==> config.mk <==
export PLATFORM = sky130hd
export DESIGN_NAME = reg_bank_scanner_flat
export DESIGN_NICKNAME = d
export VERILOG_FILES = /design/src/rtl/reg_bank_scanner_pkg.sv /design/src/rtl/reg_bank_scanner_if.sv /design/src/rtl/reg_bank_scanner_scan_counter.sv /design/src/rtl/reg_bank_scanner.sv /design/src/flat_wrapper.sv
export SDC_FILE = /design/constraint.sdc
export NUM_CORES = 1
export LEC_CHECK = 0
export ABC_CLOCK_PERIOD_IN_PS = 2900
export BUFFER_PORTS_ARGS = -buffer_cell sky130_fd_sc_hd__buf_2
export CAP_MARGIN = 20
export CORE_ASPECT_RATIO = 0.6
export CORE_MARGIN = 2
export CORE_UTILIZATION = 62
export CTS_BUF_LIST = sky130_fd_sc_hd__clkbuf_4 sky130_fd_sc_hd__clkbuf_8
export DETAILED_ROUTE_END_ITERATION = 12
export PLACE_DENSITY = 0.83
export SETUP_SLACK_MARGIN = 0.5
export SLEW_MARGIN = 10
export SYNTH_ARGS = -nofsm -noshare
export SYNTH_HDL_FRONTEND = slang
export SYNTH_SLANG_ARGS = --single-unit
export TNS_END_PERCENT = 100
==> constraint.sdc <==
create_clock -name CLOCK_50 -period 2.9 [get_ports CLOCK_50]
set_input_delay 0.58 -clock CLOCK_50 [delete_from_list [all_inputs] [get_ports CLOCK_50]]
set_output_delay 0.58 -clock CLOCK_50 [all_outputs]
set_load 0.05 [all_outputs]
==> src/rtl/reg_bank_scanner_pkg.sv <==
// Shared definitions for the reg_bank_scanner slice.
//   rbs_state_e : read-select FSM state codes (ST_MANUAL = 0, ST_SCAN = 1)
//   rbs_clog2   : ceiling log2 for deriving address/counter widths from parameters
package reg_bank_scanner_pkg;

  typedef enum logic {
    ST_MANUAL = 1'b0,
    ST_SCAN   = 1'b1
  } rbs_state_e;

  // Returns ceil(log2(value)); rbs_clog2(1) == 0.
  function automatic int rbs_clog2(input int value);
    int width;
    width = 0;
    for (int i = 0; i < 31; i++) begin
      if ((1 << i) < value) width = i + 1;
    end
    return width;
  endfunction

endpackage

==> src/rtl/reg_bank_scanner_if.sv <==
// Bus bundle for reg_bank_scanner.
//   Parameters: DATA_W (register width), DEPTH (register count); ADDR_W is derived.
//   master modport (driver side) : drives wr_en, wr_addr, wr_data, clr, scan_en, rd_addr;
//                                  receives q_out, cur_addr, scanning, wrap
//   slave modport  (bank side)   : the mirror image
interface reg_bank_scanner_if
  import reg_bank_scanner_pkg::*;
#(
  parameter int DATA_W = 8,
  parameter int DEPTH  = 4
);
  localparam int ADDR_W = rbs_clog2(DEPTH);

  logic              wr_en;
  logic [ADDR_W-1:0] wr_addr;
  logic [DATA_W-1:0] wr_data;
  logic              clr;
  logic              scan_en;
  logic [ADDR_W-1:0] rd_addr;
  logic [DATA_W-1:0] q_out;
  logic [ADDR_W-1:0] cur_addr;
  logic              scanning;
  logic              wrap;

  modport master (
    output wr_en, wr_addr, wr_data, clr, scan_en, rd_addr,
    input  q_out, cur_addr, scanning, wrap
  );

  modport slave (
    input  wr_en, wr_addr, wr_data, clr, scan_en, rd_addr,
    output q_out, cur_addr, scanning, wrap
  );

endinterface

==> src/rtl/reg_bank_scanner_scan_counter.sv <==
// Dwell-timed scan address generator.
//   Ports:
//     CLOCK_50  in  clock, all state on posedge
//     RESET     in  asynchronous active-high reset
//     run       in  advance the dwell counter this cycle
//     start     in  restart: scan_addr and dwell count to 0 (takes priority over run)
//     scan_addr out current scan address, 0..DEPTH-1
//     wrap      out registered pulse, high for the cycle after scan_addr wraps DEPTH-1 -> 0
//   Each address is held for DWELL cycles of run.
module reg_bank_scanner_scan_counter
  import reg_bank_scanner_pkg::*;
#(
  parameter  int DEPTH  = 4,
  parameter  int DWELL  = 50_000_000,
  localparam int ADDR_W = rbs_clog2(DEPTH)
) (
  input  logic              CLOCK_50,
  input  logic              RESET,
  input  logic              run,
  input  logic              start,
  output logic [ADDR_W-1:0] scan_addr,
  output logic              wrap
);

  // One extra bit keeps the width non-zero when DWELL == 1.
  localparam int                CNT_W      = rbs_clog2(DWELL) + 1;
  localparam logic [CNT_W-1:0]  DWELL_LAST = CNT_W'(DWELL - 1);
  localparam logic [ADDR_W-1:0] ADDR_LAST  = ADDR_W'(DEPTH - 1);

  logic [CNT_W-1:0] dwell_cnt;

  always_ff @(posedge CLOCK_50 or posedge RESET) begin
    if (RESET) begin
      dwell_cnt <= '0;
      scan_addr <= '0;
      wrap      <= 1'b0;
    end else begin
      wrap <= 1'b0;
      if (start) begin
        dwell_cnt <= '0;
        scan_addr <= '0;
      end else if (run) begin
        if (dwell_cnt == DWELL_LAST) begin
          dwell_cnt <= '0;
          if (scan_addr == ADDR_LAST) begin
            scan_addr <= '0;
            wrap      <= 1'b1;
          end else begin
            scan_addr <= scan_addr + 1'b1;
          end
        end else begin
          dwell_cnt <= dwell_cnt + 1'b1;
        end
      end
    end
  end

endmodule

==> src/rtl/reg_bank_scanner.sv <==
// DEPTH x DATA_W register bank with one write port and one registered read port.
// The read address is bus.rd_addr in MANUAL mode or a dwell-timed scan address in
// SCAN mode, so every register can be shown in turn on a display bus.
//   Ports:
//     CLOCK_50  in  clock, all state on posedge
//     RESET     in  asynchronous active-high reset
//     bus       reg_bank_scanner_if.slave: write port (wr_en/wr_addr/wr_data), clr,
//               scan_en, rd_addr in; q_out, cur_addr, scanning, wrap out (all registered)
//   Build option: define RBS_WR_BYPASS_EN to forward a same-cycle write (or clear)
//   to q_out; without it q_out always shows pre-edge register contents.
module reg_bank_scanner
  import reg_bank_scanner_pkg::*;
#(
  parameter int DATA_W = 8,
  parameter int DEPTH  = 4,
  parameter int DWELL  = 50_000_000
) (
  input  logic                CLOCK_50,
  input  logic                RESET,
  reg_bank_scanner_if.slave   bus
);

  localparam int                ADDR_W  = rbs_clog2(DEPTH);
  localparam logic [ADDR_W:0]   DEPTH_C = (ADDR_W + 1)'(DEPTH);

  logic [DATA_W-1:0] regs [DEPTH];
  rbs_state_e        state;
  logic [ADDR_W-1:0] scan_addr;
  logic [ADDR_W-1:0] sel;
  logic [DATA_W-1:0] rd_data;
  logic              cnt_wrap;
  logic              start;
  logic              run;
  logic              sel_ok;
  logic              wr_ok;

  assign start  = (state == ST_MANUAL) && bus.scan_en;
  assign run    = (state == ST_SCAN) && bus.scan_en;
  assign sel    = (state == ST_SCAN) ? scan_addr : bus.rd_addr;
  assign sel_ok = ({1'b0, sel} < DEPTH_C);
  assign wr_ok  = bus.wr_en && ({1'b0, bus.wr_addr} < DEPTH_C);

  reg_bank_scanner_scan_counter #(
    .DEPTH (DEPTH),
    .DWELL (DWELL)
  ) u_scan_counter (
    .CLOCK_50  (CLOCK_50),
    .RESET     (RESET),
    .run       (run),
    .start     (start),
    .scan_addr (scan_addr),
    .wrap      (cnt_wrap)
  );

  // Register array: clear beats write; out-of-range writes are dropped.
  always_ff @(posedge CLOCK_50 or posedge RESET) begin
    if (RESET) begin
      for (int i = 0; i < DEPTH; i++) regs[i] <= '0;
    end else if (bus.clr) begin
      for (int i = 0; i < DEPTH; i++) regs[i] <= '0;
    end else if (wr_ok) begin
      regs[bus.wr_addr] <= bus.wr_data;
    end
  end

  always_comb begin
    rd_data = '0;
    if (sel_ok) rd_data = regs[sel];
`ifdef RBS_WR_BYPASS_EN
    if (bus.clr) begin
      rd_data = '0;
    end else if (wr_ok && (bus.wr_addr == sel)) begin
      rd_data = bus.wr_data;
    end
`endif
  end

  // FSM and output registers. wrap is delayed one cycle from the counter so it
  // rises together with cur_addr returning to 0.
  always_ff @(posedge CLOCK_50 or posedge RESET) begin
    if (RESET) begin
      state        <= ST_MANUAL;
      bus.scanning <= 1'b0;
      bus.wrap     <= 1'b0;
      bus.q_out    <= '0;
      bus.cur_addr <= '0;
    end else begin
      case (state)
        ST_MANUAL: begin
          if (bus.scan_en) begin
            state        <= ST_SCAN;
            bus.scanning <= 1'b1;
          end
        end
        ST_SCAN: begin
          if (!bus.scan_en) begin
            state        <= ST_MANUAL;
            bus.scanning <= 1'b0;
          end
        end
        default: begin
          state        <= ST_MANUAL;
          bus.scanning <= 1'b0;
        end
      endcase
      bus.wrap     <= cnt_wrap;
      bus.q_out    <= rd_data;
      bus.cur_addr <= sel;
    end
  end

endmodule

==> src/flat_wrapper.sv <==
// flat-port wrapper written by rule: the top's interface ports become plain ports
module reg_bank_scanner_flat import reg_bank_scanner_pkg::*;
#(
  parameter int DATA_W = 8,
  parameter int DEPTH  = 4,
  parameter int DWELL  = 50_000_000
)
  (CLOCK_50, RESET, bus_wr_en, bus_wr_addr, bus_wr_data, bus_clr, bus_scan_en, bus_rd_addr, bus_q_out, bus_cur_addr, bus_scanning, bus_wrap);
  reg_bank_scanner_if #(.DATA_W(DATA_W), .DEPTH(DEPTH)) bus_i ();
  input  logic CLOCK_50;
  input  logic RESET;
  input wire logic [$bits(bus_i.wr_en)-1:0] bus_wr_en;
  input wire logic [$bits(bus_i.wr_addr)-1:0] bus_wr_addr;
  input wire logic [$bits(bus_i.wr_data)-1:0] bus_wr_data;
  input wire logic [$bits(bus_i.clr)-1:0] bus_clr;
  input wire logic [$bits(bus_i.scan_en)-1:0] bus_scan_en;
  input wire logic [$bits(bus_i.rd_addr)-1:0] bus_rd_addr;
  output wire logic [$bits(bus_i.q_out)-1:0] bus_q_out;
  output wire logic [$bits(bus_i.cur_addr)-1:0] bus_cur_addr;
  output wire logic [$bits(bus_i.scanning)-1:0] bus_scanning;
  output wire logic [$bits(bus_i.wrap)-1:0] bus_wrap;
  assign bus_i.wr_en = bus_wr_en;
  assign bus_i.wr_addr = bus_wr_addr;
  assign bus_i.wr_data = bus_wr_data;
  assign bus_i.clr = bus_clr;
  assign bus_i.scan_en = bus_scan_en;
  assign bus_i.rd_addr = bus_rd_addr;
  assign bus_q_out = bus_i.q_out;
  assign bus_cur_addr = bus_i.cur_addr;
  assign bus_scanning = bus_i.scanning;
  assign bus_wrap = bus_i.wrap;
  reg_bank_scanner #(.DATA_W(DATA_W), .DEPTH(DEPTH), .DWELL(DWELL)) u_core (.CLOCK_50(CLOCK_50), .RESET(RESET), .bus(bus_i));
endmodule
# After elaboration in Yosys (flattened, before gate mapping)
# Cells that the tools add are included.
[totals]
reg_bits = 75
in_bits = 17
out_inout_bits = 12
word_cells = 56
[op_classes]
add_sub_neg = 2
magnitude_cmp = 3
eq_ne = 4
muxes = 24
n_bitwise = 3
reduce_logical = 8
[ops]
columns = ["cell", "count"]
rows = [
  ["$mux 27", 3],
  ["$mux 32", 2],
  ["$bwmux 32", 1],
  ["$add 27x1->27 const B", 1],
  ["$eq 27x26->1 const B", 1],
  ["$mux 8", 3],
  ["$bmux 8 s2", 1],
  ["$demux 8 s2", 1],
  ["$mux 2", 5],
  ["$mux 1", 7],
  ["$ge 3x3->1 const B", 2],
  ["$not 2->3", 2],
  ["$reduce_bool 2->1", 3],
  ["$ne 2x2->1 const B", 2],
  ["$reduce_and 2->1", 2],
  ["$logic_and 1x1->1", 3],
  ["$lt 3x1->1 const B", 1],
  ["$add 2x1->2 const B", 1],
  ["$eq 2x2->1 const B", 1],
  ["$pmux 1 s2", 1],
  ["$not 1->1", 1],
]

# Longest topological paths before layout
# Gate-level depths: netlist of the first run.
[depth]
depth_word = 8
depth_mapped = 7
mapped_depth_nobuf = 6

# By module
# Synthesis of the first run repeated with hierarchy kept, for this count alone.
[hier_totals]
hier_cells = 329
area_unflattened_um2 = 3604.7
[by_module_without_submodules]
columns = ["mod", "instances", "cells_each", "area_per_inst_um2", "seq_area_each_um2"]
rows = [
  ["reg_bank_scanner", 1, 154, 1965.6, 1126.1],
  ["reg_bank_scanner_scan_counter", 1, 175, 1639.1, 750.7],
]

# Worst setup path before layout of the first run
# Ideal clock, no wire load.
[synth_path]
path_kind = "input to register"
start = "input bus_scan_en"
end = "register u_core.u_scan_counter.dwell_cnt[23]"
setup_time_ns = 0.078
arrival_ns = 2.278
required_time_ns = 2.822
path_slack_ns = 0.544
path_stages = 7
n_path_buf = 2
cell_sequence = "ha_1 clkbuf_1 o21ai_0 or4_1 clkbuf_1 or4_1 a21oi_1"
[synth_via]
elab_chain_len = 2
elab_cells_between_ends = 4
classes_between = "mux: 1; reduce/logical: 3"
[synth_rtl]
columns = ["element", "line", "text"]
rows = [
  ["start: declaration", "flat_wrapper.sv:16", "input wire logic [$bits(bus_i.scan_en)-1:0] bus_scan_en;"],
  ["$logic_and 1x1->1, on equally long branches", "reg_bank_scanner.sv:37, reg_bank_scanner.sv:38", ""],
  ["$mux 27 or $reduce_bool 2->1 (tied branches)", "-", ""],
  ["end signal: assignment", "reg_bank_scanner_scan_counter.sv:52", "dwell_cnt <= dwell_cnt + 1'b1;"],
  ["end: declaration", "reg_bank_scanner_scan_counter.sv:30", "logic [CNT_W-1:0] dwell_cnt;"],
]
# Parallel ways exist; a longest one is shown, timed or not.
# A chain may end at the register's enable or synchronous reset.

# Worst setup path in the final report of the first run
[layout_path]
start = "register u_core.u_scan_counter.dwell_cnt[5]"
end = "register u_core.u_scan_counter.dwell_cnt[26]"
[layout_via]
elab_chain_len = 4
elab_cells_between_ends = 5
classes_between = "add/sub: 1; eq/ne: 1; mux: 3"
[layout_rtl]
columns = ["element", "line", "text"]
rows = [
  ["$add 27x1->27 or $eq 27x26->1 (tied branches)", "reg_bank_scanner_scan_counter.sv:52, reg_bank_scanner_scan_counter.sv:43", ""],
  ["$mux 27 (*)", "reg_bank_scanner_scan_counter.sv:43", "if (dwell_cnt == DWELL_LAST) begin"],
  ["$mux 27 (*)", "reg_bank_scanner_scan_counter.sv:42", "end else if (run) begin"],
  ["$mux 27 (*)", "reg_bank_scanner_scan_counter.sv:39", "if (start) begin"],
]
# Mark *: on every way between the ends. The rest lies on a longest branch, timed or not. The select of a mux whose other input is x is not followed.

==> run summary, run 1 <==
The number of rows created at floorplan is 21. The number of distinct standard cells referenced by the synthesized netlist is 38. The clock net in this run drives a total of 75 sinks. The final count of hold timing violations came out at 0. The tree is rooted in a sky130_fd_sc_hd__clkbuf_8. The antenna cell count came out at 0.

The signal on the critical path passes through nand4_1 -> or4_4 -> or4_1 -> a21oi_1. The count of endpoints failing setup in the final report came out at 0. The overall die area came out at 6320 um2. The flop and latch count out of synthesis came out at 75. The number of nets with antenna violations after detailed routing came out at 0. The post-route cell area came out at 3950 um2. The highest achievable clock rate came out at 431 MHz.

Across every metal layer, demand over resource in global routing totals 25.5%. The required time of the critical path came out at 3.17 ns. The first global-routing pass estimated 12,200 um of wire. The critical-path cell with the highest stage delay is sky130_fd_sc_hd__or4_4. The worst vdd rail ir drop is 0.324 mV. The placement-stage cell area came out at 3750 um2.

29 I/O pins were placed. The worst hold path belongs to the class primary input to asynchronous set/reset pin. The worst clock skew on the final layout is 0.00502 ns.

The number of antenna violations at the first check in global routing came to 0. For the worst-skew pair, the clock arrives at the later sink with an insertion delay of 0.35 ns. The biggest cell delay along the critical path came out at 0.71 ns.

The core area came out at 5520 um2. The post-detailed-placement half-perimeter wirelength is 4960 um. The final worst-path setup slack came out at 0.580 ns. The share of synthesized flip-flops with an asynchronous set or reset came out at 100%. The number of clock buffers inserted by TritonCTS came out at 9. At the pin with the least slew margin, the transition time is 0.640 ns. In the final timing run, aggregate negative setup slack is 0 ns. Entering global routing, the biggest net connects 76 pins. The worst setup path is of the register to register kind. The post-route total power is 2020 uW.

The final net count is 385. The post-route netlist has 17.4% of its cells at a drive strength greater than 1. After detailed routing, the number of vias per cell comes to 5.98. In the finished design, the share of the clock period the worst path needs comes to 80.0%.

The detailed router's first-iteration violation count came out at 172. Data arrives at the worst endpoint at 2.59 ns. The power per cell area is 512 nW/um2.

The cell leakage power came out at 0.00191 uW. The area overhead of the layout relative to synthesis came out at 12.1%. Synthesis handed over a netlist of 333 instances.

In the routed design, unresolved DRC markers number 0. Of all cell types, the one taking the most synthesized area is sky130_fd_sc_hd__dfrtp_1. A synthesized cell averages 10.6 um2. The number of maximum-capacitance constraint violations came out at 0. TritonCTS built the clock tree.

The global routing's busiest layer is met1. The worst setup path is captured at a register. The die extent in x is 101 um.

The clock input transition at the sequential cells of the worst setup and hold paths came out at 0.07 ns. The number of buffers on the longest clock path came out at 2. The buffer and inverter count on the worst path is 0. The aggregate global routing overflow came out at 0.

The final hold slack is 0.318 ns. The placer's final routability congestion estimate came out at 0.894. The synthesized design devotes to its leading area cell type 53.3% of total area. The worst reg-to-reg setup slack is 0.58 ns.

The initial cell density of the core came out at 63.8%. The worst-path maximum fanout came out at 15. The routed wire length per instance came out at 16.8 um. The floorplan step set the die height to 62.4 um. The normalized max-slew margin is 57.2%.

STA classifies the critical path startpoint as a register. The routed design has 7320 um of wire. The number of enable flip-flop cells after synthesis came out at 0. The via count of the first global-routing pass is 2,473.

The met1 demand-to-capacity share in global routing came out at 38.5%. In the global route stage, met2 resource usage came out at 34.4%. The max-slew violation count is 0. The flow ran to the end, and the final reports show no timing, DRC or antenna violations. The count of H-tree levels built during CTS came out at 3. After synthesis the cells add up to 3520 um2.

The number of hold buffers added after CTS was 0. The met3 routing resource usage after global routing came out at 8.90%. The count of buffers inserted at the top-level ports is 28. Setup repair after global routing left no endpoint under its margin. The critical path's top delay family is simple AND/OR/NAND/NOR gates.

The number of detailed-route iterations in the first pass is 5. The routed layout has 2,614 vias. For this run, the register share of the synthesized area comes to 53.3%.

Prior to clock tree synthesis, the placed netlist has a worst setup slack of 0.342 ns. The number of filler instances in the final layout is 401. The clock period minus worst slack is 2.32 ns. In the synthesized netlist the dominant register cell turns out to be sky130_fd_sc_hd__dfrtp_1. The number of nets handed over by synthesis was 354.

Ranked by total cell area, the synthesized netlist is headed by sky130_fd_sc_hd__dfrtp_1, sky130_fd_sc_hd__mux2i_1, sky130_fd_sc_hd__nor2_1. The number of warnings reported in the yosys synthesis log came out at 0.
tightest hold or removal path, delay by kind of cell:
family | cells | cell delay [ns]
buffers and inverters | 3 | 0.49
logic make-up after synthesis:
| logic type | synth area share [%] |
|---|---|
| XOR/XNOR | 2.24 |
| flip-flops | 53.3 |
| multiplexers | 11.9 |
| AO/OA/AOI/OAI | 10.3 |
| adder cells (fa/ha/maj) | 1.42 |
| AND/OR/NAND/NOR | 18.0 |
| buffers and inverters | 2.81 |
stage by stage:
stage          cells  util, %
6_report         437     71.5
5_1_grt          437     71.5
4_1_cts          437     71.1
3_5_place_dp     422     68.0
3_3_place_gp     422     68.0
2_1_floorplan    333        -
worst paths after layout:
path | cells after the start | start | to
worst max-delay path | 4 | u_core.u_scan_counter.dwell_cnt[5] | u_core.u_scan_counter.dwell_cnt[26]
worst min-delay path | 3 | RESET | u_core.bus.cur_addr[0]
worst max register to register | 4 | u_core.u_scan_counter.dwell_cnt[5] | u_core.u_scan_counter.dwell_cnt[26]
worst min register to register | 0 | u_core.u_scan_counter.wrap | u_core.bus.wrap
max in group asynchronous | 3 | RESET | u_core.state
min in group CLOCK_50 | 0 | u_core.u_scan_counter.wrap | u_core.bus.wrap
cell usage in the layout (no fill, tap or decap), types with 3 or more instances in the layout:
master                      n
sky130_fd_sc_hd__a21oi_1   27
sky130_fd_sc_hd__nand3_1   10
sky130_fd_sc_hd__inv_1      7
sky130_fd_sc_hd__or4_4      4
sky130_fd_sc_hd__a211oi_1   8
sky130_fd_sc_hd__ha_1       3
sky130_fd_sc_hd__nor3_1     4
sky130_fd_sc_hd__nor4_1     4
sky130_fd_sc_hd__o21ai_0   12
sky130_fd_sc_hd__or3_1      6
sky130_fd_sc_hd__or4_1      8
sky130_fd_sc_hd__o31ai_1    6
sky130_fd_sc_hd__buf_2     28
sky130_fd_sc_hd__mux2i_1   41
sky130_fd_sc_hd__nand4_1    9
sky130_fd_sc_hd__and3_1     3
sky130_fd_sc_hd__xnor2_1    5
sky130_fd_sc_hd__clkbuf_8  10
sky130_fd_sc_hd__xor2_1     4
sky130_fd_sc_hd__nor2b_1    8
sky130_fd_sc_hd__clkbuf_4   3
sky130_fd_sc_hd__nand2_1   11
sky130_fd_sc_hd__buf_4      6
sky130_fd_sc_hd__dfrtp_1   74
sky130_fd_sc_hd__nor2_1    43
where the power goes:
group / internal (uW) / switching [uW] / total (uW)
registers: 1080 / 22.1 / 1100
logic: 64.9 / 139 / 204
clock network: 357 / 357 / 714
cell usage after synthesis, types with 2 or more instances:
library cell	instances
sky130_fd_sc_hd__a211oi_1	8
sky130_fd_sc_hd__a21oi_1	27
sky130_fd_sc_hd__and3_1	3
sky130_fd_sc_hd__clkbuf_1	11
sky130_fd_sc_hd__dfrtp_1	75
sky130_fd_sc_hd__ha_1	4
sky130_fd_sc_hd__inv_1	8
sky130_fd_sc_hd__mux2i_1	42
sky130_fd_sc_hd__nand2_1	11
sky130_fd_sc_hd__nand3_1	10
sky130_fd_sc_hd__nand3b_1	2
sky130_fd_sc_hd__nand4_1	9
sky130_fd_sc_hd__nor2_1	43
sky130_fd_sc_hd__nor2b_1	8
sky130_fd_sc_hd__nor3_1	4
sky130_fd_sc_hd__nor3b_1	2
sky130_fd_sc_hd__nor4_1	4
sky130_fd_sc_hd__o211ai_1	2
sky130_fd_sc_hd__o21a_1	2
sky130_fd_sc_hd__o21ai_0	12
sky130_fd_sc_hd__o21ba_2	2
sky130_fd_sc_hd__o31ai_1	6
sky130_fd_sc_hd__or3_1	6
sky130_fd_sc_hd__or4_1	11
sky130_fd_sc_hd__xnor2_1	5
sky130_fd_sc_hd__xor2_1	4
final cells by class:
type / instances / area (um2) / share of cell area (%)
clock buffer: 13 / 160 / 4.06
inverter: 8 / 33.8 / 0.856
timing repair buffer: 35 / 205 / 5.20
tap: 69 / 86.3 / 2.19
sequential: 75 / 1880 / 47.6
multi-input combinational: 235 / 1570 / 39.8
clock inverter: 2 / 12.5 / 0.317
registers in the layout, indices dropped and copies added (netlist names):
name / cells
u_core.bus.cur_addr: 2
u_core.bus.q_out: 8
u_core.bus.scanning: 1
u_core.bus.wrap: 1
u_core.regs: 32
u_core.state: 1
u_core.u_scan_counter.dwell_cnt: 27
u_core.u_scan_counter.scan_addr: 2
u_core.u_scan_counter.wrap: 1
metal layers:
| metal | vias to the layer above | wire, um | share of wire, % |
|---|---|---|---|
| li1 | 1265 | - | - |
| met1 | 1258 | 3530 | 48 |
| met2 | 81 | 3110 | 42 |
| met3 | 10 | 592 | 8.1 |
| met4 | 0 | 92 | 1.3 |
| met5 | - | 0 | 0 |
timing repair:
action	4_1_cts	5_1_grt
endpoints found under the setup margin	1	15
setup buffers	0	0
gates resized for setup	0	6
pin swaps	0	0
(Power assumes the default switching activity.)
==> run 2, diff against run 1 <==
--- a/config.mk
+++ b/config.mk
@@ -5,7 +5,8 @@
 export SDC_FILE = /design/constraint.sdc
 export NUM_CORES = 1
 export LEC_CHECK = 0
-export ABC_CLOCK_PERIOD_IN_PS = 2900
+export ABC_AREA = 1
+export ABC_CLOCK_PERIOD_IN_PS = 2300
 export BUFFER_PORTS_ARGS = -buffer_cell sky130_fd_sc_hd__buf_2
 export CAP_MARGIN = 20
 export CORE_ASPECT_RATIO = 0.6
==> constraint.sdc (replaced) <==
create_clock -name CLOCK_50 -period 2.3 [get_ports CLOCK_50]
set_input_delay 0.46 -clock CLOCK_50 [delete_from_list [all_inputs] [get_ports CLOCK_50]]
set_output_delay 0.46 -clock CLOCK_50 [all_outputs]
set_load 0.05 [all_outputs]
==> run summary, run 2 <==
Status: finished, final reports clean (unchanged). The biggest cell delay along the critical path came to 0.43 ns (was 0.71 ns). The arrival time at the worst endpoint came to 1.93 ns (was 2.59 ns). The pre-CTS setup slack is 0.271 ns (was 0.342 ns). The count of H-tree levels built during CTS came out at 3 (unchanged). The post-detailed-placement half-perimeter wirelength is 6020 um (was 4960 um). The cell repeated most along the worst path is sky130_fd_sc_hd__nand2_1.

The worst clock skew on the final layout is 0.00983 ns (was 0.00502 ns). The global-route usage over all layers came out at 28.6% (was 25.5%). The aggregate global routing overflow came to 0 (unchanged).

The antenna cell count is 0 (unchanged). The height of the die is 64.4 um (was 62.4 um). The synthesized netlist cell count is 463 (was 333). The buffer and inverter count on the worst path is 0 (unchanged). The clock period minus worst slack came out at 1.68 ns (was 2.32 ns). The clock input transition at the sequential cells of the worst setup and hold paths came out at 0.08 ns (was 0.07 ns). The final clock period utilization by the worst path is 73.1% (was 80.0%). The share of power burned in the clock network came out at 35.6% (was 35.4%).

The summed instance area of the synthesized netlist came out at 3770 um2 (was 3520 um2). The critical path's top delay family is simple AND/OR/NAND/NOR gates (unchanged). The routed wire length per instance came out at 15.5 um (was 16.8 um). The initial cell density of the core came to 65.9% (was 63.8%). The number of DRC violations after detailed routing came to 0 (unchanged).

The total clock sinks came out at 75 (unchanged). The final count of hold timing violations is 0 (unchanged). The pin count of the biggest net entering global routing came out at 76 (unchanged). The number of distinct standard cells referenced by the synthesized netlist is 34 (was 38). The number of enable flip-flop cells after synthesis is 0 (unchanged). The flop and latch count out of synthesis came out at 75 (unchanged). The wire length of the first global-routing pass is 14,800 um (was 12,200 um). The portion of synthesized cell area occupied by the leading cell type came out at 49.7% (was 53.3%). The placer's final routability congestion estimate came out at 0.876 (was 0.894). The cell taking the most area after synthesis is sky130_fd_sc_hd__dfrtp_1 (unchanged). The critical-path cell with the highest stage delay is sky130_fd_sc_hd__dfrtp_1 (was sky130_fd_sc_hd__or4_4). The per-cell via count in the routed design came to 5.76 (was 5.98).

The path class of the lowest-slack min-delay path was primary input to asynchronous set/reset pin (unchanged). The count of hold buffers inserted by post-cts repair is 0 (unchanged). Ranking of synthesized cells by area: sky130_fd_sc_hd__dfrtp_1, sky130_fd_sc_hd__nand2_1, sky130_fd_sc_hd__nand3_1 (was sky130_fd_sc_hd__dfrtp_1, sky130_fd_sc_hd__mux2i_1, sky130_fd_sc_hd__nor2_1). Setup repair after global routing missed its margin: true (was false).

The number of nets with antenna violations after detailed routing came out at 0 (unchanged). The power per cell area was 633 nW/um2 (was 512 nW/um2). The classification of the worst setup path is register to register (unchanged).

The flip-flop count of the largest register after layout is 32 (unchanged). The total negative setup slack came out at 0 ns (unchanged). The internal power consumption is 1940 uW (was 1500 uW). The worst reg-to-reg setup slack came out at 0.62 ns (was 0.58 ns).

The clock tree root buffer cell is sky130_fd_sc_hd__clkbuf_8 (unchanged). The total vias in the final route is 3,346 (was 2,614). The count of buffers inserted at the top-level ports came out at 28 (unchanged). The number of top-level pins came out at 29 (unchanged).

The share of post-route cells with drive strength above 1 is 16.6% (was 17.4%). The core area came to 5730 um2 (was 5520 um2). Ordered list of cells on the worst path: ha_2 -> nand3_2 -> nor2_4 -> nand2_4 -> nor2_4 -> nand2_1 -> nand2_1 -> nand2_1 -> nand2_1 -> nand2_1 (was nand4_1 -> or4_4 -> or4_1 -> a21oi_1). The most common flop cell mapped by yosys is sky130_fd_sc_hd__dfrtp_1 (unchanged). The number of warnings reported in the yosys synthesis log was 0 (unchanged).

The type of destination of the critical path was a register (unchanged). Commonest cells after routing, fill and taps aside: sky130_fd_sc_hd__nand2_1, sky130_fd_sc_hd__dfrtp_1, sky130_fd_sc_hd__nand3_1 (was sky130_fd_sc_hd__dfrtp_1, sky130_fd_sc_hd__nor2_1, sky130_fd_sc_hd__mux2i_1). The startpoint class of the critical path is a register (unchanged). Largest registers ranked by flip-flop count: u_core.regs (32), u_core.u_scan_counter.dwell_cnt (27), u_core.bus.q_out (8) (unchanged).

The required time of the critical path came to 2.55 ns (was 3.17 ns). The CTS tree was yes (unchanged). The actual transition at the worst max-transition pin came to 0.650 ns (was 0.640 ns). The later-pin clock latency in the skew report came out at 0.36 ns (was 0.35 ns).

The synthesized net count is 484 (was 354). The most used standard cell by instance count after synthesis is sky130_fd_sc_hd__nand2_1 (was sky130_fd_sc_hd__dfrtp_1). The share of synthesized flip-flops with an asynchronous set or reset is 100% (unchanged). The normalized max-slew margin came out at 56.5% (was 57.2%). The overall die area is 6750 um2 (was 6320 um2). The final worst-path setup slack is 0.618 ns (was 0.580 ns).

The mean cell area of the mapped netlist is 8.15 um2 (was 10.6 um2). The switching power share of the total is 28.2% (was 25.7%). The post-route cell area came out at 4260 um2 (was 3950 um2).

The combinational power share came to 12.3% (was 10.1%). The sequential share of the synthesized area is 49.7% (was 53.3%). The detailed router's first-iteration violation count came out at 335 (was 172). The worst-path maximum fanout came out at 4 (was 15). The final net count is 517 (was 385). The reg-to-reg endpoint is u_core.u_scan_counter.dwell_cnt[26] (unchanged). The max-slew violation count was 0 (unchanged). The start of the worst register-to-register path is u_core.u_scan_counter.dwell_cnt[1] (was u_core.u_scan_counter.dwell_cnt[5]). The number of maximum-capacitance constraint violations is 0 (unchanged).

The number of rows created at floorplan came to 21 (unchanged). The number of buffers on the longest clock path came out at 2 (unchanged). The total wirelength of the detailed-routed design came out at 9020 um (was 7320 um).

The area overhead of the layout relative to synthesis is 12.9% (was 12.1%). The count of endpoints failing setup in the final report came out at 0 (unchanged). The register with the highest flop count is u_core.regs (unchanged). The most common library cell in the layout ignoring fill and taps is sky130_fd_sc_hd__nand2_1 (was sky130_fd_sc_hd__dfrtp_1). The placement-stage cell area is 3990 um2 (was 3750 um2).

The number of clock buffers inserted by TritonCTS is 9 (unchanged). The number of detailed-route iterations in the first pass is 5 (unchanged). The number of antenna violations at the first check in global routing is 0 (unchanged). The via count of the first global-routing pass was 3,036 (was 2,473). The register share of total power came to 52.1% (was 54.5%).

The cell leakage power came out at 0.00199 uW (was 0.00191 uW). Top cell types by occurrence after synthesis: sky130_fd_sc_hd__nand2_1, sky130_fd_sc_hd__dfrtp_1, sky130_fd_sc_hd__nand3_1, sky130_fd_sc_hd__nor2_1 (was sky130_fd_sc_hd__dfrtp_1, sky130_fd_sc_hd__nor2_1, sky130_fd_sc_hd__mux2i_1, sky130_fd_sc_hd__a21oi_1, sky130_fd_sc_hd__o21ai_0). The worst-case reg-to-reg path depth is 10 (was 4). The worst vdd rail ir drop came out at 0.349 mV (was 0.324 mV). The highest achievable clock rate is 594 MHz (was 431 MHz). The net switching power of the design is 759 uW (was 518 uW). The die extent in x came out at 105 um (was 101 um).
## run 2: worst reg2reg max path: stages (launching register included)
cell	delay, ns
sky130_fd_sc_hd__dfrtp_1	0.43
sky130_fd_sc_hd__ha_2	0.22
sky130_fd_sc_hd__nand3_2	0.13
sky130_fd_sc_hd__nor2_4	0.16
sky130_fd_sc_hd__nand2_4	0.12
sky130_fd_sc_hd__nor2_4	0.17
sky130_fd_sc_hd__nand2_1	0.08
sky130_fd_sc_hd__nand2_1	0.08
sky130_fd_sc_hd__nand2_1	0.05
sky130_fd_sc_hd__nand2_1	0.08
sky130_fd_sc_hd__nand2_1	0.06
## run 2: routing by layer
layer	up-vias	global-route usage [%]	wire (um)
met5	-	0	0
met4	0	10.8	119
met1	1556	42.9	4060
met2	183	39.2	3800
met3	14	8.35	1040
li1	1593	-	-
## run 2: per-stage QoR
stage / std cells / hold WS (ns) / power [uW] / util, %
after global routing: 581 / 0.256 / 2800 / 74.4
after CTS: 580 / 0.232 / 2690 / 73.2
after detailed placement: 562 / 0.343 / 1730 / 69.7
final: 581 / 0.198 / 2700 / 74.4
after floorplan: 463 / 0.331 / 1640 / -
after global placement: 562 / 0.332 / 1720 / 69.7
## run 2: final cells by class
class,count,area (um2)
flip-flops and latches,75,1880
well taps,80,100
fillers,455,1470
multi-input cells,336,1730
repair buffers,36,213
clock inverters,3,21.3
inverters,38,158
clock buffers,13,166
## run 2: power by group through the flow
stage          combinational (uW)  sequential, uW  clock (uW)
2_1_floorplan                 158            1480           0
3_3_place_gp                  295            1430           0
3_5_place_dp                  303            1430           0
4_1_cts                       309            1400         974
5_1_grt                       360            1410        1030
6_report                      331            1400         960
## run 2: worst max path at each step
stage / start / endpoint / cells after the start
2_1_floorplan: bus_scan_en / u_core.u_scan_counter.dwell_cnt[5] / 7
3_3_place_gp: bus_clr / u_core.regs[22] / 5
3_5_place_dp: bus_clr / u_core.regs[22] / 5
4_1_cts: u_core.u_scan_counter.dwell_cnt[1] / u_core.u_scan_counter.dwell_cnt[25] / 10
5_1_grt: u_core.state / u_core.u_scan_counter.dwell_cnt[19] / 9
6_report: u_core.u_scan_counter.dwell_cnt[1] / u_core.u_scan_counter.dwell_cnt[26] / 10
## run 2: timing repair
action,4_1_cts,5_1_grt
pin swaps,1,0
gates resized for setup,1,15
cloned,0,0
endpoints found under the setup margin,7,30
buffers inserted,2,1
## run 2: cells by family after synthesis
logic type | synth area share [%]
AOI/OAI and AO/OA | 9.12
adders and majority gates | 1.33
buffers and inverters | 5.84
and+or+nand+nor | 32.1
xor gates and xnor gates | 1.86
DFF | 49.7
